`config.mk`:
```
export PLATFORM = sky130hd
export DESIGN_NAME = vector_mem_stream_master
export DESIGN_NICKNAME = d
export VERILOG_FILES = /design/src/rtl/vector_mem_stream_master.sv
export SDC_FILE = /design/constraint.sdc
export NUM_CORES = 1
export LEC_CHECK = 0
export BUFFER_PORTS_ARGS = -buffer_cell sky130_fd_sc_hd__buf_4
export CORE_MARGIN = 5
export CORE_UTILIZATION = 50
export CTS_BUF_LIST = sky130_fd_sc_hd__clkbuf_16
export DETAILED_ROUTE_END_ITERATION = 8
export HOLD_SLACK_MARGIN = 0.1
export PLACE_DENSITY_LB_ADDON = 0.05
export SKIP_CTS_REPAIR_TIMING = 1
export SYNTH_ARGS = -nofsm -noshare
export SYNTH_HDL_FRONTEND = slang
export SYNTH_SLANG_ARGS = --single-unit
```
`constraint.sdc`:
```
create_clock -name clk -period 5.7 [get_ports clk]
set_input_delay 0 -clock clk [delete_from_list [all_inputs] [get_ports clk]]
set_output_delay 0 -clock clk [all_outputs]
set_load 0.03 [all_outputs]
```
`src/rtl/vector_mem_stream_master.sv`:
```
// vector_mem_stream_master
// Initiator for the 128-bit vector data memory port. Runs one strided burst
// command at a time: loads read words from memory into a small buffer that
// feeds a valid/ready output stream; stores take words from a valid/ready
// input stream and write them to memory.
//
// Ports
//   clk, rst_n                     clock, asynchronous active-low reset
//   cmd_valid/cmd_ready            command handshake (ready only while idle)
//   cmd_write/base/len/stride      burst description (len 0 = no access)
//   busy, done                     status; done pulses once per command
//   rd_data/rd_valid/rd_ready      load data stream (buffer head)
//   wr_data/wr_valid/wr_ready      store data stream
//   mem_en/we/addr/wdata           registered memory request
//   mem_rdata/mem_ready            memory response, one cycle after mem_en
module vector_mem_stream_master #(
  parameter int ADDR_W     = 9,
  parameter int LEN_W      = 10,
  parameter int FIFO_DEPTH = 4
) (
  input  logic              clk,
  input  logic              rst_n,
  input  logic              cmd_valid,
  output logic              cmd_ready,
  input  logic              cmd_write,
  input  logic [ADDR_W-1:0] cmd_base,
  input  logic [LEN_W-1:0]  cmd_len,
  input  logic [ADDR_W-1:0] cmd_stride,
  output logic              busy,
  output logic              done,
  output logic [127:0]      rd_data,
  output logic              rd_valid,
  input  logic              rd_ready,
  input  logic [127:0]      wr_data,
  input  logic              wr_valid,
  output logic              wr_ready,
  output logic              mem_en,
  output logic              mem_we,
  output logic [ADDR_W-1:0] mem_addr,
  output logic [127:0]      mem_wdata,
  input  logic [127:0]      mem_rdata,
  input  logic              mem_ready
);

  localparam int PTR_W = $clog2(FIFO_DEPTH);
  localparam int CNT_W = PTR_W + 1;
  localparam int OCC_W = CNT_W + 1;
  localparam logic [127:0] ZERO_WORD = 128'd0;

  typedef enum logic [1:0] {
    ST_IDLE   = 2'd0,
    ST_LOAD   = 2'd1,
    ST_STORE  = 2'd2,
    ST_FINISH = 2'd3
  } state_t;

  state_t            state_r;
  logic              cmd_ready_r;
  logic              busy_r;
  logic              done_r;
  logic [ADDR_W-1:0] cur_r;
  logic [ADDR_W-1:0] stride_r;
  logic [LEN_W-1:0]  len_r;
  logic [LEN_W-1:0]  issued_r;

  logic              mem_en_r;
  logic              mem_we_r;
  logic [ADDR_W-1:0] mem_addr_r;
  logic [127:0]      mem_wdata_r;

  // An access that was on the bus last cycle and still owes a mem_ready.
  logic              wait_r;
  logic              wait_we_r;

  logic [127:0]      fifo_mem_r [FIFO_DEPTH];
  logic [PTR_W-1:0]  wptr_r;
  logic [PTR_W-1:0]  rptr_r;
  logic [CNT_W-1:0]  count_r;

  logic              more_s;
  logic [OCC_W-1:0]  occ_s;
  logic              wr_ready_s;
  logic              ld_issue_s;
  logic              st_issue_s;
  logic              issue_s;
  logic              resp_s;
  logic              push_s;
  logic              pop_s;
  logic              ld_complete_s;
  logic              st_complete_s;

  // Issue, response and completion decode from the current registers.
  always_comb begin
    more_s     = (issued_r < len_r);
    // Buffer slots already claimed: stored words, a read on the bus, and a
    // read waiting for its response. Counting all three keeps the buffer
    // from ever overflowing while still allowing one read per cycle.
    occ_s      = OCC_W'(count_r) + OCC_W'(mem_en_r) + OCC_W'(wait_r);
    ld_issue_s = (state_r == ST_LOAD) && more_s && (occ_s < OCC_W'(FIFO_DEPTH));
    wr_ready_s = (state_r == ST_STORE) && more_s;
    st_issue_s = wr_ready_s && wr_valid;
    issue_s    = ld_issue_s || st_issue_s;
    // Responses are only taken when an access is actually owed one.
    resp_s     = mem_ready && wait_r;
    push_s     = resp_s && !wait_we_r;
    pop_s      = rd_ready && (count_r != {CNT_W{1'b0}});
    // Finish in the cycle after the last beat leaves the buffer.
    ld_complete_s = !more_s && !mem_en_r && !wait_r &&
                    ((count_r == {CNT_W{1'b0}}) ||
                     ((count_r == CNT_W'(1)) && pop_s));
    // Finish in the cycle after the last write's mem_ready.
    st_complete_s = !more_s && !mem_en_r && (!wait_r || resp_s);
  end

  // Command FSM with its registered status outputs and burst bookkeeping.
  always_ff @(posedge clk or negedge rst_n) begin
    if (!rst_n) begin
      state_r     <= ST_IDLE;
      cmd_ready_r <= 1'b1;
      busy_r      <= 1'b0;
      done_r      <= 1'b0;
      cur_r       <= {ADDR_W{1'b0}};
      stride_r    <= {ADDR_W{1'b0}};
      len_r       <= {LEN_W{1'b0}};
      issued_r    <= {LEN_W{1'b0}};
    end else begin
      case (state_r)
        ST_IDLE: begin
          if (cmd_valid) begin
            cur_r       <= cmd_base;
            stride_r    <= cmd_stride;
            len_r       <= cmd_len;
            issued_r    <= {LEN_W{1'b0}};
            cmd_ready_r <= 1'b0;
            busy_r      <= 1'b1;
            if (cmd_len == {LEN_W{1'b0}}) begin
              state_r <= ST_FINISH;
              done_r  <= 1'b1;
            end else if (cmd_write) begin
              state_r <= ST_STORE;
            end else begin
              state_r <= ST_LOAD;
            end
          end
        end
        ST_LOAD: begin
          if (ld_issue_s) begin
            cur_r    <= cur_r + stride_r;
            issued_r <= issued_r + LEN_W'(1);
          end
          if (ld_complete_s) begin
            state_r <= ST_FINISH;
            done_r  <= 1'b1;
          end
        end
        ST_STORE: begin
          if (st_issue_s) begin
            cur_r    <= cur_r + stride_r;
            issued_r <= issued_r + LEN_W'(1);
          end
          if (st_complete_s) begin
            state_r <= ST_FINISH;
            done_r  <= 1'b1;
          end
        end
        ST_FINISH: begin
          state_r     <= ST_IDLE;
          done_r      <= 1'b0;
          busy_r      <= 1'b0;
          cmd_ready_r <= 1'b1;
        end
        default: begin
          state_r     <= ST_IDLE;
          done_r      <= 1'b0;
          busy_r      <= 1'b0;
          cmd_ready_r <= 1'b1;
        end
      endcase
    end
  end

  // Registered memory request; strobes drop in any cycle without an issue.
  always_ff @(posedge clk or negedge rst_n) begin
    if (!rst_n) begin
      mem_en_r    <= 1'b0;
      mem_we_r    <= 1'b0;
      mem_addr_r  <= {ADDR_W{1'b0}};
      mem_wdata_r <= ZERO_WORD;
    end else begin
      mem_en_r <= issue_s;
      mem_we_r <= st_issue_s;
      if (issue_s) begin
        mem_addr_r <= cur_r;
      end
      if (st_issue_s) begin
        mem_wdata_r <= wr_data;
      end
    end
  end

  // Track the access that owes a response so stray mem_ready is ignored.
  always_ff @(posedge clk or negedge rst_n) begin
    if (!rst_n) begin
      wait_r    <= 1'b0;
      wait_we_r <= 1'b0;
    end else if (mem_en_r) begin
      wait_r    <= 1'b1;
      wait_we_r <= mem_we_r;
    end else if (resp_s) begin
      wait_r <= 1'b0;
    end
  end

  // Load data buffer: pushed by read responses, popped by the stream.
  always_ff @(posedge clk or negedge rst_n) begin
    if (!rst_n) begin
      for (int i = 0; i < FIFO_DEPTH; i++) begin
        fifo_mem_r[i] <= ZERO_WORD;
      end
      wptr_r  <= {PTR_W{1'b0}};
      rptr_r  <= {PTR_W{1'b0}};
      count_r <= {CNT_W{1'b0}};
    end else begin
      if (push_s) begin
        fifo_mem_r[wptr_r] <= mem_rdata;
        wptr_r             <= wptr_r + PTR_W'(1);
      end
      if (pop_s) begin
        rptr_r <= rptr_r + PTR_W'(1);
      end
      case ({push_s, pop_s})
        2'b10:   count_r <= count_r + CNT_W'(1);
        2'b01:   count_r <= count_r - CNT_W'(1);
        default: count_r <= count_r;
      endcase
    end
  end

  assign cmd_ready = cmd_ready_r;
  assign busy      = busy_r;
  assign done      = done_r;
  assign rd_data   = fifo_mem_r[rptr_r];
  assign rd_valid  = (count_r != {CNT_W{1'b0}});
  assign wr_ready  = wr_ready_s;
  assign mem_en    = mem_en_r;
  assign mem_we    = mem_we_r;
  assign mem_addr  = mem_addr_r;
  assign mem_wdata = mem_wdata_r;

endmodule

```
After elaboration in Yosys (flattened, before gate mapping)
Cells that the tools add are included.
{"block": "word_totals", "mem_count": 0, "input_bits": 291, "elab_cells": 113, "rom_bits": 0, "ff_bits": 703, "out_inout_bits": 272, "ramBits": 0, "latch_bits": 0}
{"block": "classes", "muxes": 32, "n_div": 0, "n_addsub": 8, "n_shift": 0, "n_reduce_logical": 33, "n_bitwise": 2, "n_eq_ne": 12, "magnitude_cmp": 5, "multipliers": 0}
{"operator": "$bwmux W512", "n": 1}
{"operator": "$mux W128", "n": 3}
{"operator": "$bmux W128 S2", "n": 1}
{"operator": "$demux W128 S2", "n": 1}
{"operator": "$mux W10", "n": 3}
{"operator": "$pmux W10 S3", "n": 1}
{"operator": "$mux W9", "n": 3}
{"operator": "$pmux W9 S3", "n": 1}
{"operator": "$logic_and A1 B1 Y1", "n": 13}
{"operator": "$ne A2 B2 Y1 const B", "n": 6}
{"operator": "$add A10 B1 Y10 const B", "n": 1}
{"operator": "$logic_not A10 Y1", "n": 1}
{"operator": "$lt A10 B10 Y1", "n": 1}
{"operator": "$mux W2", "n": 5}
{"operator": "$add A9 B9 Y9", "n": 1}
{"operator": "$mux W1", "n": 8}
{"operator": "$pmux W2 S4", "n": 1}
{"operator": "$reduce_and A4 Y1", "n": 2}
{"operator": "$eq A2 B2 Y1 const B", "n": 3}
{"operator": "$ge A3 B3 Y1 const B", "n": 2}
{"operator": "$not A2 Y3", "n": 2}
{"operator": "$pmux W3 S2", "n": 1}
{"operator": "$reduce_bool A2 Y1", "n": 3}
{"operator": "$reduce_bool A3 Y1", "n": 2}
{"operator": "other kinds (17)", "n": 26}

Depth between registers and ports, before layout
{"block": "depth", "depth_word": 7, "mapped_depth": 11, "depth_no_buf": 10}

Worst setup path after synthesis
No wires, ideal clock.
{"block": "synth_path", "path_type": "register -> register", "from": "reg issued_r[5]", "to": "reg mem_wdata_r[77] (netlist: mem_wdata[77])", "setup_ns": 0.125, "stages_incl_launch_ff": 9, "arrival_ns": 2.081, "setup_slack_ns": 3.494, "required_time_ns": 5.575, "n_path_buf": 2, "period_less_slack_ns": 2.206, "path_cell_list": "dfrtp_1 > ha_1 > a211oi_2 > o21ai_2 > a21o_1 > nor2_1 > buf_2 > buf_4 > mux2_2"}
{"block": "synth_between", "elab_chain_cells": 3}
{"item": "start, declared", "line_no": "64", "source": "logic [LEN_W-1:0] issued_r;"}
{"item": "start signal, assigned", "line_no": "125", "source": "issued_r <= {LEN_W{1'b0}};"}
{"item": "start signal, assigned", "line_no": "133", "source": "issued_r <= {LEN_W{1'b0}};"}
{"item": "start signal, assigned", "line_no": "149", "source": "issued_r <= issued_r + LEN_W'(1);"}
{"item": "$lt A10 B10 Y1", "line_no": "94", "source": "more_s = (issued_r < len_r);"}
{"item": "$logic_and A1 B1 Y1", "line_no": "100", "source": "wr_ready_s = (state_r == ST_STORE) && more_s;"}
{"item": "$logic_and A1 B1 Y1", "line_no": "101", "source": "st_issue_s = wr_ready_s && wr_valid;"}
{"item": "end signal, assigned", "line_no": "196", "source": "mem_wdata_r <= wr_data;"}
{"item": "end, declared", "line_no": "69", "source": "logic [127:0] mem_wdata_r;"}
No other way between the ends.
A chain may end at the register's enable or synchronous reset.

Worst setup path after layout
{"block": "layout_path", "from": "reg rptr_r[0]", "to": "out rd_data[19]"}
{"block": "layout_between", "elab_chain_cells": 4}
{"item": "start, declared", "line_no": "77", "source": "logic [PTR_W-1:0] rptr_r;"}
{"item": "start signal, assigned", "line_no": "221", "source": "rptr_r <= {PTR_W{1'b0}};"}
{"item": "start signal, assigned", "line_no": "229", "source": "rptr_r <= rptr_r + PTR_W'(1);"}
{"item": "$not A2 Y3 (not written as such)", "line_no": "242", "source": "assign rd_data = fifo_mem_r[rptr_r];"}
{"item": "$bmux W128 S2", "line_no": "242"}
{"item": "$mux W128 (not written as such) (2 in series)", "line_no": "242"}
{"item": "end, declared", "line_no": "31", "source": "output logic [127:0] rd_data,"}
No other way between the ends. The select of a mux whose other input is x is not followed.

==> run_results.csv <==
group,metric,value,unit
timing,relSlewSlack,25.9,%
timing,period_minus_slack,3210,ps
global_route,antenna_found_initial,19,
timing,hold_viol_final,0,
pwr,power,26.3,mW
placement,gp_congestion,0.845,
synth,netlist_area,30100,um^2
pwr,leakage,18.5,nW
synth,yosysTopAreaCellShare,58.4,%
synth,yosysSeqAreaShare,58.5,%
synth,syn_nets,2170,
clock_tree,htreeDepth,3,
synth,yosysMostFrequentCell,"dfrtp_1",
detailed_routing,dr_total_vias,19300,
timing,timing.final.setup_violations,0,
final_layout,multi_input_area,12000,um^2
final_layout,n_fill_cell,4191,
final_layout,drive_gt1_share,53.7,%
global_route,grt_pass1_wl,123,mm
critical_path,crit_type,"reg2out",
detailed_routing,drt_iter0_markers,924,
floorplanning,ios,563,
critical_path,r2r-end,"fifo_mem_r[89]",
synth,ys_ff_latch,703,
hold_path,holdPathStages,3,
synth,yosysWarnings,0,
synth,synth_xor_area_share,0.378,%
floorplanning,rows,90,
critical_path,crit_path_end_kind,"output pin",
synth,synth_top_family_by_area,"multiplexers",
synth,synth_ff_type,"dfrtp_1",
timing,slew_violations,0,
critical_path,r2r_slack,2680,ps
detailed_routing,drt.antenna.violating_nets,0,
floorplanning,start_util,50.1,%
synth,yosys.area_share.adder,1.44,%
clock_tree,cts_root_buf,"clkbuf_16",
pwr,p_per_area,651,nW/um^2
final_layout,stdcell_count,3549,
synth,synth_area_per_cell,16.3,um^2
placement,placed_cell_area,35100,um^2
detailed_routing,drt_wl_total,83.5,mm
critical_path,crit_fanout,41,
detailed_routing,drt_pre_antenna_iters,4,
placement,place_hpwl,54.5,mm
critical_path,critPathLaunchType,"flop",
synth,synth-compound-area-share,1.23,%
global_route,grt-ovfl-total,0,
synth,synth_edf_count,0,
final_layout,postLayoutCellArea,40400,um^2
critical_path,worst_ep_required_time,5700,ps
floorplanning,die_h,255,um
detailed_routing,vias_per_cell,5.45,
detailed_routing,wl_per_cell,23.5,um
synth,netlist_instances,1845,
global_route,grt_pass1_vias,19800,
clock_tree,clk_latency,620,ps
floorplanning,die-area,65200,um^2
synth,synthTopCellsByCount,"dfrtp_1 (702), mux2_2 (655), mux4_2 (128)",
synth,synth_area_leaders,"dfrtp_1 (58%), mux2_2 (25%), mux4_2 (9.6%), ha_1 (1.4%), clkbuf_1 (0.87%)",
final_layout,seqCellArea,17600,um^2
floorplanning,coreArea,60000,um^2
synth,synth_cell_type_count,48,
synth,postSynth.asyncResetShare,100,%
final_layout,nNetsFinal,3017,
clock_tree,numCtsBuffers,77,
hold_path,holdCritStartpoint,"wr_data[37]",
clock_tree,clkSinkCount,703,
timing,skew,25.9,ps
job,maxCapViolCount,0,
floorplanning,die_x,255,um
timing,post-route-period-util,56.4,%
placement,io_buffers,562,
detailed_routing,drc_errors,0,
timing,clock.fmax,311,MHz
critical_path,r2r_cells,5,
timing,finalSetupTns,0,ps
critical_path,reg2reg_from,"wait_r",
timing,rsz0062_at_grt,"false",
final_layout,syn_to_final_growth,34.4,%
global_route,grt_max_degree,188,
hold_path,holdPathEnd,"mem_wdata[37]",
synth,synth.largest_area_cell,"dfrtp_1",
hold_path,hold_path.class,"in2reg",
pwr,ir_drop,0.000432,V
clock_tree,cts_tree,"done",
placement,numPlacedInstances,3102,
synth,synthSimpleGateAreaFrac,1.56,%
synth,synth.mux.area_fraction,35.0,%
outcome,status,"completed",
critical_path,crit_arrival,3210,ps
clock_tree,clk_pin_slew_worst_paths,60,ps
global_route,grtUsageTotal,24.3,%
clock_tree,clockBufferDepth,3,
timing,worstMarginPinSlew,1110,ps
final cells by class:
| type | instances | area share (%) |
|---|---|---|
| Sequential cell | 703 | 43.5 |
| Multi-Input combinational cell | 1008 | 29.6 |
| Timing Repair Buffer | 875 | 18.3 |
| Clock buffer | 80 | 4.95 |
| Tap cell | 782 | 2.42 |
| Clock inverter | 57 | 0.826 |
| Inverter | 27 | 0.251 |
| Antenna cell | 17 | 0.105 |
stage by stage:
stage / util, % / setup slack, ps / hold WS, ps
6_report: 67.4 / 2490 / 148
5_1_grt: 67.4 / 2200 / 133
4_1_cts: 62.4 / 2320 / -615
3_5_place_dp: 58.5 / 2680 / 51.5
3_3_place_gp: 58.5 / 2720 / 36.7
2_1_floorplan: - / 3490 / -296
routing by layer:
layer | up-vias | wire length, um | global-route usage [%]
met5 | - | 26 | 0
met4 | 4 | 3290 | 7.45
met3 | 161 | 5120 | 7.15
met2 | 511 | 43100 | 42.0
met1 | 10100 | 31900 | 29.7
li1 | 8529 | - | -
power by group:
group | leakage (nW) | internal (mW) | switching [mW] | total [mW]
registers | 8.54 | 7.48 | 1.47 | 8.95
clock network | 1.22 | 2.66 | 2.01 | 4.67
logic | 8.77 | 6.05 | 6.64 | 12.7
cells by family after synthesis:
kind of cell,after synthesis
AND/OR/NAND/NOR,95
flip-flops,703
buffers and inverters,134
adder cells (fa/ha/maj),34
XOR/XNOR,13
AO/OA/AOI/OAI,57
multiplexers,809
worst max-delay path by stage:
stage | cells after the start | start | endpoint
floorplan | 8 | issued_r[5] | mem_wdata[77]
global placement | 5 | wait_r | fifo_mem_r[82]
detailed placement | 5 | wait_r | fifo_mem_r[77]
CTS | 3 | rptr_r[0] | rd_data[15]
global route | 3 | rptr_r[0] | rd_data[19]
finish | 3 | rptr_r[0] | rd_data[19]
flip-flops by register name (all words and copies together), names as in the netlist, 2 cells and up:
signal      cells
issued_r       10
mem_wdata     128
rptr_r          2
count_r         3
mem_addr        9
len_r          10
stride_r        9
cur_r           9
fifo_mem_r    512
wptr_r          2
state_r         2
critical path: stages, from the launching register on:
cell     delay [ps]
dfrtp_4        1030
buf_4           700
mux4_2          630
buf_4           190
placed cells by master (no fill, tap or decap), drive strengths merged, types with 3 or more instances in the layout:
cell         netlist  final
a21oi             13     13
nor2              18     18
nand3b             5      5
ha                33     33
clkinv             0     32
clkbuf            70     80
mux4             128    128
and3               5      5
nor2b              3      3
nand2b             4      4
o221ai             5      5
a31oi              3      3
diode              0     17
nand3              7      7
xor2               3      3
buf               37    583
bufinv             0      3
or4b               3      3
nand2             39     39
xnor2             10     10
dfrtp            702    702
inv               27     49
mux2             669    669
o21a               3      3
mux2i             12     12
o21ai             23     23
dlygate4sd3        0    292
No activity file was read; power rests on OpenSTA's default activity.
